**src/rtl/div_iter_if.sv**
```systemverilog
// Handshake and data bundle between the execute stage and the iterative divider.
// DIV_REMAINDER_EN adds the signed remainder output to the bundle.
interface div_iter_if #(
  parameter int WIDTH = 32
);
  logic             ctrl_DIV;
  logic [WIDTH-1:0] data_operandA;
  logic [WIDTH-1:0] data_operandB;
  logic [WIDTH-1:0] data_result;
  logic             data_exception;
  logic             data_resultRDY;
  logic             data_busy;
`ifdef DIV_REMAINDER_EN
  logic [WIDTH-1:0] data_remainder;
`endif

  modport master (
    output ctrl_DIV, data_operandA, data_operandB,
    input  data_result, data_exception, data_resultRDY, data_busy
`ifdef DIV_REMAINDER_EN
    , input data_remainder
`endif
  );

  modport slave (
    input  ctrl_DIV, data_operandA, data_operandB,
    output data_result, data_exception, data_resultRDY, data_busy
`ifdef DIV_REMAINDER_EN
    , output data_remainder
`endif
  );
endinterface

```
**src/rtl/div_iter.sv**
```systemverilog
// Multicycle signed restoring divider, one quotient bit per clock.
// Optional signed remainder output enabled by DIV_REMAINDER_EN.
module div_iter #(
  parameter int WIDTH = 32
) (
  input logic     clock,
  input logic     reset_n,
  div_iter_if.slave bus
);
  localparam int CNT_W = $clog2(WIDTH);
  localparam logic [WIDTH-1:0] MIN_INT = {1'b1, {(WIDTH-1){1'b0}}};

  typedef enum logic [1:0] {IDLE, ITER, FIX, DZ} state_t;

  state_t           state, state_next;
  logic [CNT_W-1:0] count;
  logic             sign_a, sign_b, ovf;
  logic [WIDTH-1:0] divisor, rem, quo;
  logic [WIDTH:0]   rem_sh, trial;
  logic             last_bit;

  function automatic logic [WIDTH-1:0] negate(input logic [WIDTH-1:0] x);
    return ~x + WIDTH'(1);
  endfunction

  function automatic logic [WIDTH-1:0] magnitude(input logic signed [WIDTH-1:0] x);
    return (x < 0) ? negate(x) : x;
  endfunction

  // Trial subtraction at WIDTH+1 bits so the sign bit is never lost.
  assign rem_sh   = {rem, quo[WIDTH-1]};
  assign trial    = rem_sh + ~{1'b0, divisor} + (WIDTH+1)'(1);
  assign last_bit = (count == CNT_W'(WIDTH-1));

  assign bus.data_busy = (state != IDLE);

  always_comb begin
    state_next = state;
    if (bus.ctrl_DIV) begin
      state_next = (bus.data_operandB == '0) ? DZ : ITER;
    end else begin
      case (state)
        ITER:    if (last_bit) state_next = FIX;
        FIX:     state_next = IDLE;
        DZ:      state_next = IDLE;
        default: state_next = state;
      endcase
    end
  end

  always_ff @(posedge clock or negedge reset_n) begin
    if (!reset_n) state <= IDLE;
    else          state <= state_next;
  end

  // A start on any edge overrides completion, so a restart never emits RDY.
  always_ff @(posedge clock or negedge reset_n) begin
    if (!reset_n) begin
      count              <= '0;
      bus.data_resultRDY <= 1'b0;
      bus.data_result    <= '0;
      bus.data_exception <= 1'b0;
`ifdef DIV_REMAINDER_EN
      bus.data_remainder <= '0;
`endif
    end else begin
      bus.data_resultRDY <= 1'b0;
      if (bus.ctrl_DIV) begin
        count <= '0;
      end else begin
        case (state)
          ITER: count <= last_bit ? '0 : count + CNT_W'(1);
          FIX: begin
            bus.data_resultRDY <= 1'b1;
            bus.data_exception <= ovf;
            bus.data_result    <= ovf ? MIN_INT : ((sign_a ^ sign_b) ? negate(quo) : quo);
`ifdef DIV_REMAINDER_EN
            bus.data_remainder <= ovf ? '0 : (sign_a ? negate(rem) : rem);
`endif
          end
          DZ: begin
            bus.data_resultRDY <= 1'b1;
            bus.data_exception <= 1'b1;
            bus.data_result    <= '0;
`ifdef DIV_REMAINDER_EN
            bus.data_remainder <= '0;
`endif
          end
          default: ;
        endcase
      end
    end
  end

  // Datapath: quo starts as |A| and is shifted out into rem as quotient bits shift in.
  always_ff @(posedge clock) begin
    if (bus.ctrl_DIV) begin
      sign_a  <= bus.data_operandA[WIDTH-1];
      sign_b  <= bus.data_operandB[WIDTH-1];
      ovf     <= (bus.data_operandA == MIN_INT) && (bus.data_operandB == '1);
      divisor <= magnitude(bus.data_operandB);
      quo     <= magnitude(bus.data_operandA);
      rem     <= '0;
    end else if (state == ITER) begin
      if (!trial[WIDTH]) begin
        rem <= trial[WIDTH-1:0];
        quo <= {quo[WIDTH-2:0], 1'b1};
      end else begin
        rem <= rem_sh[WIDTH-1:0];
        quo <= {quo[WIDTH-2:0], 1'b0};
      end
    end
  end
endmodule

```
**src/flat_wrapper.sv**
```systemverilog
// flat-port wrapper written by rule: the top's interface ports become plain ports
module div_iter_flat 
#(
  parameter int WIDTH = 32
)
  (clock, reset_n, bus_ctrl_DIV, bus_data_operandA, bus_data_operandB, bus_data_result, bus_data_exception, bus_data_resultRDY, bus_data_busy);
  div_iter_if #(.WIDTH(WIDTH)) bus_i ();
  input logic clock;
  input logic reset_n;
  input wire logic [$bits(bus_i.ctrl_DIV)-1:0] bus_ctrl_DIV;
  input wire logic [$bits(bus_i.data_operandA)-1:0] bus_data_operandA;
  input wire logic [$bits(bus_i.data_operandB)-1:0] bus_data_operandB;
  output wire logic [$bits(bus_i.data_result)-1:0] bus_data_result;
  output wire logic [$bits(bus_i.data_exception)-1:0] bus_data_exception;
  output wire logic [$bits(bus_i.data_resultRDY)-1:0] bus_data_resultRDY;
  output wire logic [$bits(bus_i.data_busy)-1:0] bus_data_busy;
  assign bus_i.ctrl_DIV = bus_ctrl_DIV;
  assign bus_i.data_operandA = bus_data_operandA;
  assign bus_i.data_operandB = bus_data_operandB;
  assign bus_data_result = bus_i.data_result;
  assign bus_data_exception = bus_i.data_exception;
  assign bus_data_resultRDY = bus_i.data_resultRDY;
  assign bus_data_busy = bus_i.data_busy;
  div_iter #(.WIDTH(WIDTH)) u_core (.clock(clock), .reset_n(reset_n), .bus(bus_i));
endmodule
```
**config.mk**
```make
export PLATFORM = sky130hd
export DESIGN_NAME = div_iter_flat
export DESIGN_NICKNAME = d
export VERILOG_FILES = /design/src/rtl/div_iter_if.sv /design/src/rtl/div_iter.sv /design/src/flat_wrapper.sv
export SDC_FILE = /design/constraint.sdc
export NUM_CORES = 1
export LEC_CHECK = 0
export CAP_MARGIN = 20
export CORE_MARGIN = 5
export CORE_UTILIZATION = 52
export CTS_CLUSTER_SIZE = 20
export DETAILED_ROUTE_END_ITERATION = 12
export GPL_ROUTABILITY_DRIVEN = 0
export GPL_TIMING_DRIVEN = 0
export PLACE_DENSITY_LB_ADDON = 0.2
export SLEW_MARGIN = 40
export SYNTH_ARGS = -nofsm -noshare
export SYNTH_HDL_FRONTEND = slang
export SYNTH_SLANG_ARGS = --single-unit
```
**constraint.sdc**
```tcl
create_clock -name clock -period 2.6 [get_ports clock]
set_input_delay 0.39 -clock clock [delete_from_list [all_inputs] [get_ports clock]]
set_output_delay 0.39 -clock clock [all_outputs]
set_load 0.02 [all_outputs]
```
# Word-level counts from Yosys, hierarchy flattened
# Index checks and enable logic that the tools add are counted.
dict set report totals {
  regBits 140
  latchBits 0
  ramBits 0
  rom_bits 0
  inputBits 67
  output_inout_bits 35
  wordCells 60
  memories 0
}
dict set report op_classes {
  n_addsub 6
  n_mul 0
  n_div 0
  order_cmp 2
  eq_ne 7
  n_shift 0
  mux 19
  bitwise_logic 6
  reduce_logical 9
}
# operator count
set ops {}
lappend ops {{2-to-1 mux 32 bit} 7}
lappend ops {{adder 32 x 1 -> 32 bit (second input constant)} 3}
lappend ops {{NOT 32 bit} 3}
lappend ops {{== test 32 bit (second input constant)} 2}
lappend ops {{< comparator 32 x 1 -> 1 bit (second input constant)} 2}
lappend ops {{case mux 32 bit (2 select lines)} 1}
lappend ops {{adder 33 x 1 -> 33 bit (second input constant)} 1}
lappend ops {{adder 33 bit} 1}
lappend ops {{NOT 32 -> 33 bit} 1}
lappend ops {{logical NOT 32 bit} 1}
lappend ops {{2-to-1 mux 5 bit} 3}
lappend ops {{2-to-1 mux 2 bit} 3}
lappend ops {{nonzero test 2 bit} 3}
lappend ops {{adder 5 x 1 -> 5 bit (second input constant)} 1}
lappend ops {{== test 5 bit (second input constant)} 1}
lappend ops {{== test 2 bit (second input constant)} 2}
lappend ops {{case mux 2 bit (2 select lines)} 1}
lappend ops {{AND reduction 2 bit} 2}
lappend ops {{2-to-1 mux 1 bit} 3}
lappend ops {{!= test 3 x 2 -> 1 bit (second input constant)} 1}
lappend ops {{nonzero test 3 bit} 1}
lappend ops {{== test 2 x 1 -> 1 bit (second input constant)} 1}
lappend ops {{case mux 1 bit (2 select lines)} 1}
lappend ops {{OR reduction 2 bit} 1}
lappend ops {{3 further kinds} 3}

# Logic depth before layout (Yosys ltp)
dict set report logic_depth {
  word_depth 6
  mapped_depth 14
  depth_no_buf 12
}

# Worst setup path after synthesis
# No wires, ideal clock.
dict set report synth_path {
  path_type {register -> register}
  start {register u_core.quo[31]}
  end {register u_core.rem[30]}
  setup_time_ps 125
  arrival_time_ps 2610
  required_time_ps 2475
  setup_slack_ps -135
  stages_incl_launch_ff 15
  n_path_buf 2
  synth_period_minus_slack_ps 2735
  path_cell_list {edfxtp_1 > inv_1 > ha_1 > fa_1 > nand2b_1 > a21oi_1 > o21ai_0 > nand2_1 > a2111o_2 > a31oi_1 > nor3_2 > buf_6 > buf_6 > a32oi_1 > o31ai_1}
}
dict set report synth_via {
  elab_chain_len 3
}
# element line_no
set synth_lines {}
lappend synth_lines {{start, declared} div_iter.sv:18} ;# logic [WIDTH-1:0] divisor, rem, quo;
lappend synth_lines {{start signal, assigned} div_iter.sv:102} ;# quo <= magnitude(bus.data_operandA);
lappend synth_lines {{start signal, assigned} div_iter.sv:107} ;# quo <= {quo[WIDTH-2:0], 1'b1};
lappend synth_lines {{start signal, assigned} div_iter.sv:110} ;# quo <= {quo[WIDTH-2:0], 1'b0};
lappend synth_lines {{adder 33 bit} div_iter.sv:32} ;# assign trial = rem_sh + ~{1'b0, divisor} + (WIDTH+1)'(1);
lappend synth_lines {{adder 33 x 1 -> 33 bit} div_iter.sv:32}
lappend synth_lines {{2-to-1 mux 32 bit} div_iter.sv:105} ;# if (!trial[WIDTH]) begin
lappend synth_lines {{end signal, assigned} div_iter.sv:106} ;# rem <= trial[WIDTH-1:0];
lappend synth_lines {{end signal, assigned} div_iter.sv:109} ;# rem <= rem_sh[WIDTH-1:0];
lappend synth_lines {{end, declared} div_iter.sv:18}
# Every way passes these cells.
# A chain may end at the register's enable or synchronous reset.

# Worst setup path in the final report
dict set report layout_path {
  start {register u_core.quo[31]}
  end {register u_core.rem[26]}
}
# The elaborated chain is that of the path after synthesis.

==> flow_summary.ini <==
[run_status]
status = finished with violations
violations = negative setup slack

[synthesis]
syn_area_mm2 = 0.00905
synth_flop_cell = edfxtp_1
synthMuxAreaShare_pct = 2.89
synth_top_cell_area_share_pct = 22.2
yosysMostFrequentCell = nand2_1
async_flop_share_pct = 29.3
syn_avg_cell_area_um2 = 9.15
syn_inst = 990
synth_top_family_by_area = compound AO/OA/AOI/OAI gates
synth_common_cells = nand2_1, o21ai_0, a21oi_1
synth-edff-count = 67
synth_compound_area_share_pct = 18.9
yosysSeqAreaShare_pct = 40.6
netlist_top_cells_area = edfxtp_1, dfrtp_1, dfxtp_1, xnor2_1, xor2_1
syn_nets = 1096
yosysUniqueCellTypes = 71
yosysWarnings = 0
synth_area_leader_cell = edfxtp_1
ys_ff_latch = 140
synth-adder-area-share_pct = 5.47
synth-simple-area-share_pct = 16.2
synth_xor_area_share_pct = 11.5

[pwr]
power_report.internal_total_mw = 4.59
power.switching_mw = 1.77
p_per_area_mw_per_mm2 = 538
swShare_pct = 27.9
combPwrFrac_pct = 17.3
pwr-share-seq_pct = 40.8
clockPowerShare_pct = 41.9
p_leak_nw = 4.92
peakVddDrop_mv = 0.494

[timing]
layout_setup_ws_ns = -0.330
clock_skew_ns = 0.00987
max_freq_mhz = 341
tightestPinTransition_ns = 0.848
setup_tns_ns = -8.50
rsz0062_at_grt = true
min_period_ns = 2.93
setup_viol = 33
relSlewSlack_pct = 43.3
final-hold-violation-count = 0
min_period_over_period_pct = 113
slew_viol_final = 0

[global_route]
grt_pass1_vias = 7972
grt_overflow_total = 0
grt_max_degree = 43
grt_pass1_wl_um = 40000
antenna_found_initial = 0
grt_use_total_pct = 24.9

[layout]
diodes = 0
postLayoutCellArea_mm2 = 0.0118
fin_util_pct = 68.9
layout-drive-gt1-share_pct = 14.8
area_growth_pct = 30.6
final_nets = 1259

[clocking]
cts_sinks = 140
numCtsBuffers = 17
htreeDepth = 4
clk_pin_slew_ns = 0.07
cts.path.max_buffers = 2
cts_tree = yes
root_buffer = clkbuf_16
clock_latency_ns = 0.44

[critical_path]
worstPathRequired_ns = 2.91
worstPathCellList = inv_2, ha_4, fa_2, nand2b_4, a21oi_4, o21ai_4, nand2_4, a2111o_2, a31oi_4, nor3_2, buf_6, buf_6, clkbuf_16, a32oi_1, o21ai_1
slowest_stage = a2111o_2
regToRegSetupSlack_ns = -0.33
cp.arrival_ns = 3.24
critPathMaxStageDelay_ns = 0.47
start_kind = flip-flop
crit_top_cell = buf_6
worst_r2r_path_depth = 15
cp_max_fo = 7
crit_path_end_kind = flip-flop
path_class = flip-flop to flip-flop

[route]
drt_first_pass_iters = 6
drcViolationCount = 0
avgViaCountPerCell = 5.82
wirelength_um = 25800
drtIter0Drc = 429
wl_per_cell_um = 18.5
vias = 8100
postRouteAntennaNets = 0

[hold_path]
worst_hold_path.num_cells = 3
hp-class = input pin to flip-flop

[floorplan]
dieWidth_um = 142
dieHeight_um = 142
dieArea_mm2 = 0.0201
start_util_pct = 52.7
core_mm2 = 0.0172
ios = 102
row_count = 48

[place]
dp_slack_ns = -0.748
place_area_mm2 = 0.0104
portBuffers = 101
place.detailed.hpwl_um = 18000

[run]
drv_cap = 0
power by group through the flow:
stage          Combinational (mW)  Sequential (mW)  Clock [mW]
3_5_place_dp                0.957             2.63           0
3_3_place_gp                0.938             2.63           0
4_1_cts                      1.01             2.59        2.68
2_1_floorplan               0.619             2.60           0
6_report                     1.10             2.60        2.67
5_1_grt                      1.20             2.61        2.77
registers in the layout, summed over array words and instances, names as in the netlist:
| signal | cells |
|---|---|
| u_core.count | 5 |
| u_core.bus.data_result | 32 |
| u_core.sign_a | 1 |
| u_core.state | 2 |
| u_core.rem | 32 |
| u_core.divisor | 32 |
| u_core.sign_b | 1 |
| u_core.bus.data_exception | 1 |
| u_core.bus.data_resultRDY | 1 |
| u_core.quo | 32 |
| u_core.ovf | 1 |
cell families (layout without fill, tap and decap cells):
group                    Yosys count  after routing
buffers and inverters             91            267
AND/OR/NAND/NOR                  297            297
adder cells (fa/ha/maj)           39             39
XOR/XNOR                         119            119
multiplexers                      26             26
AO/OA/AOI/OAI                    278            278
flip-flops                       140            140
layer usage:
metal	share of wire [%]	global-route usage (%)	up-vias
met4	3.0	10.3	0
met3	4.5	3.90	53
met1	42	30.9	3930
met5	0	0	-
li1	-	-	3886
met2	51	43.4	231
critical path, delay by kind of cell (launching register included):
kind | cells | cell delay (ns)
and+or+nand+nor | 3 | 0.30
adders and majority gates | 2 | 0.36
buffers and inverters | 4 | 0.57
DFF | 1 | 0.45
AOI/OAI and AO/OA | 6 | 1.12
through the flow:
| step | hold WS, ns | std cells | total power, mW |
|---|---|---|---|
| global placement | 0.461 | 1316 | 3.57 |
| floorplan | 0.0944 | 990 | 3.22 |
| finish | 0.367 | 1391 | 6.37 |
| global route | 0.388 | 1391 | 6.58 |
| CTS | 0.362 | 1372 | 6.28 |
| detailed placement | 0.404 | 1316 | 3.59 |
cell usage in the layout, fill, tap and decap left out, drive strengths merged, types with 5 or more instances in the layout:
cell           instances
xor2                  55
nand3                 14
o31ai                 27
dfrtp                 41
xnor2                 64
a21o                  14
nor2                  70
and3                   8
mux2i                 25
ha                    38
edfxtp                67
inv                   58
nor3                  17
buf                   57
a32oi                  8
dfxtp                 32
or2                    6
or3                   10
clkbuf                48
a31oi                  6
o21a                   8
nor2b                  5
clkdlybuf4s50         77
nand4                 15
a21oi                 73
nor4                   9
nand2                109
o41ai                  8
or4                   12
o21ai                106
nand2b                12
a22o                   5
dlygate4sd2           14
repair_timing:
item,4_1_cts,5_1_grt
setup endpoints to repair,54,56
pin swaps,25,15
gates cloned,1,1
setup buffers,23,20
endpoints found under the hold margin,41,0
resized for setup,103,39
hold buffers,1,0
worst paths after layout:
check / from / end
max in group asynchronous: reset_n / u_core.bus.data_result[24]
worst max register to register: u_core.quo[31] / u_core.rem[26]
worst min register to register: u_core.rem[17] / u_core.rem[17]
min in group asynchronous: reset_n / u_core.count[1]
worst min-delay path: bus_data_operandA[6] / u_core.quo[6]
worst max-delay path: u_core.quo[31] / u_core.rem[26]
cell type report:
cell class	count	area [um2]
well taps	225	282
inverters	52	195
flip-flops and latches	140	3680
repair buffers	147	1400
fillers	1360	5350
clock inverters	15	210
multi-input cells	759	5440
clock buffers	17	425
plain buffers	36	193
No activity file was read; power rests on OpenSTA's default activity.
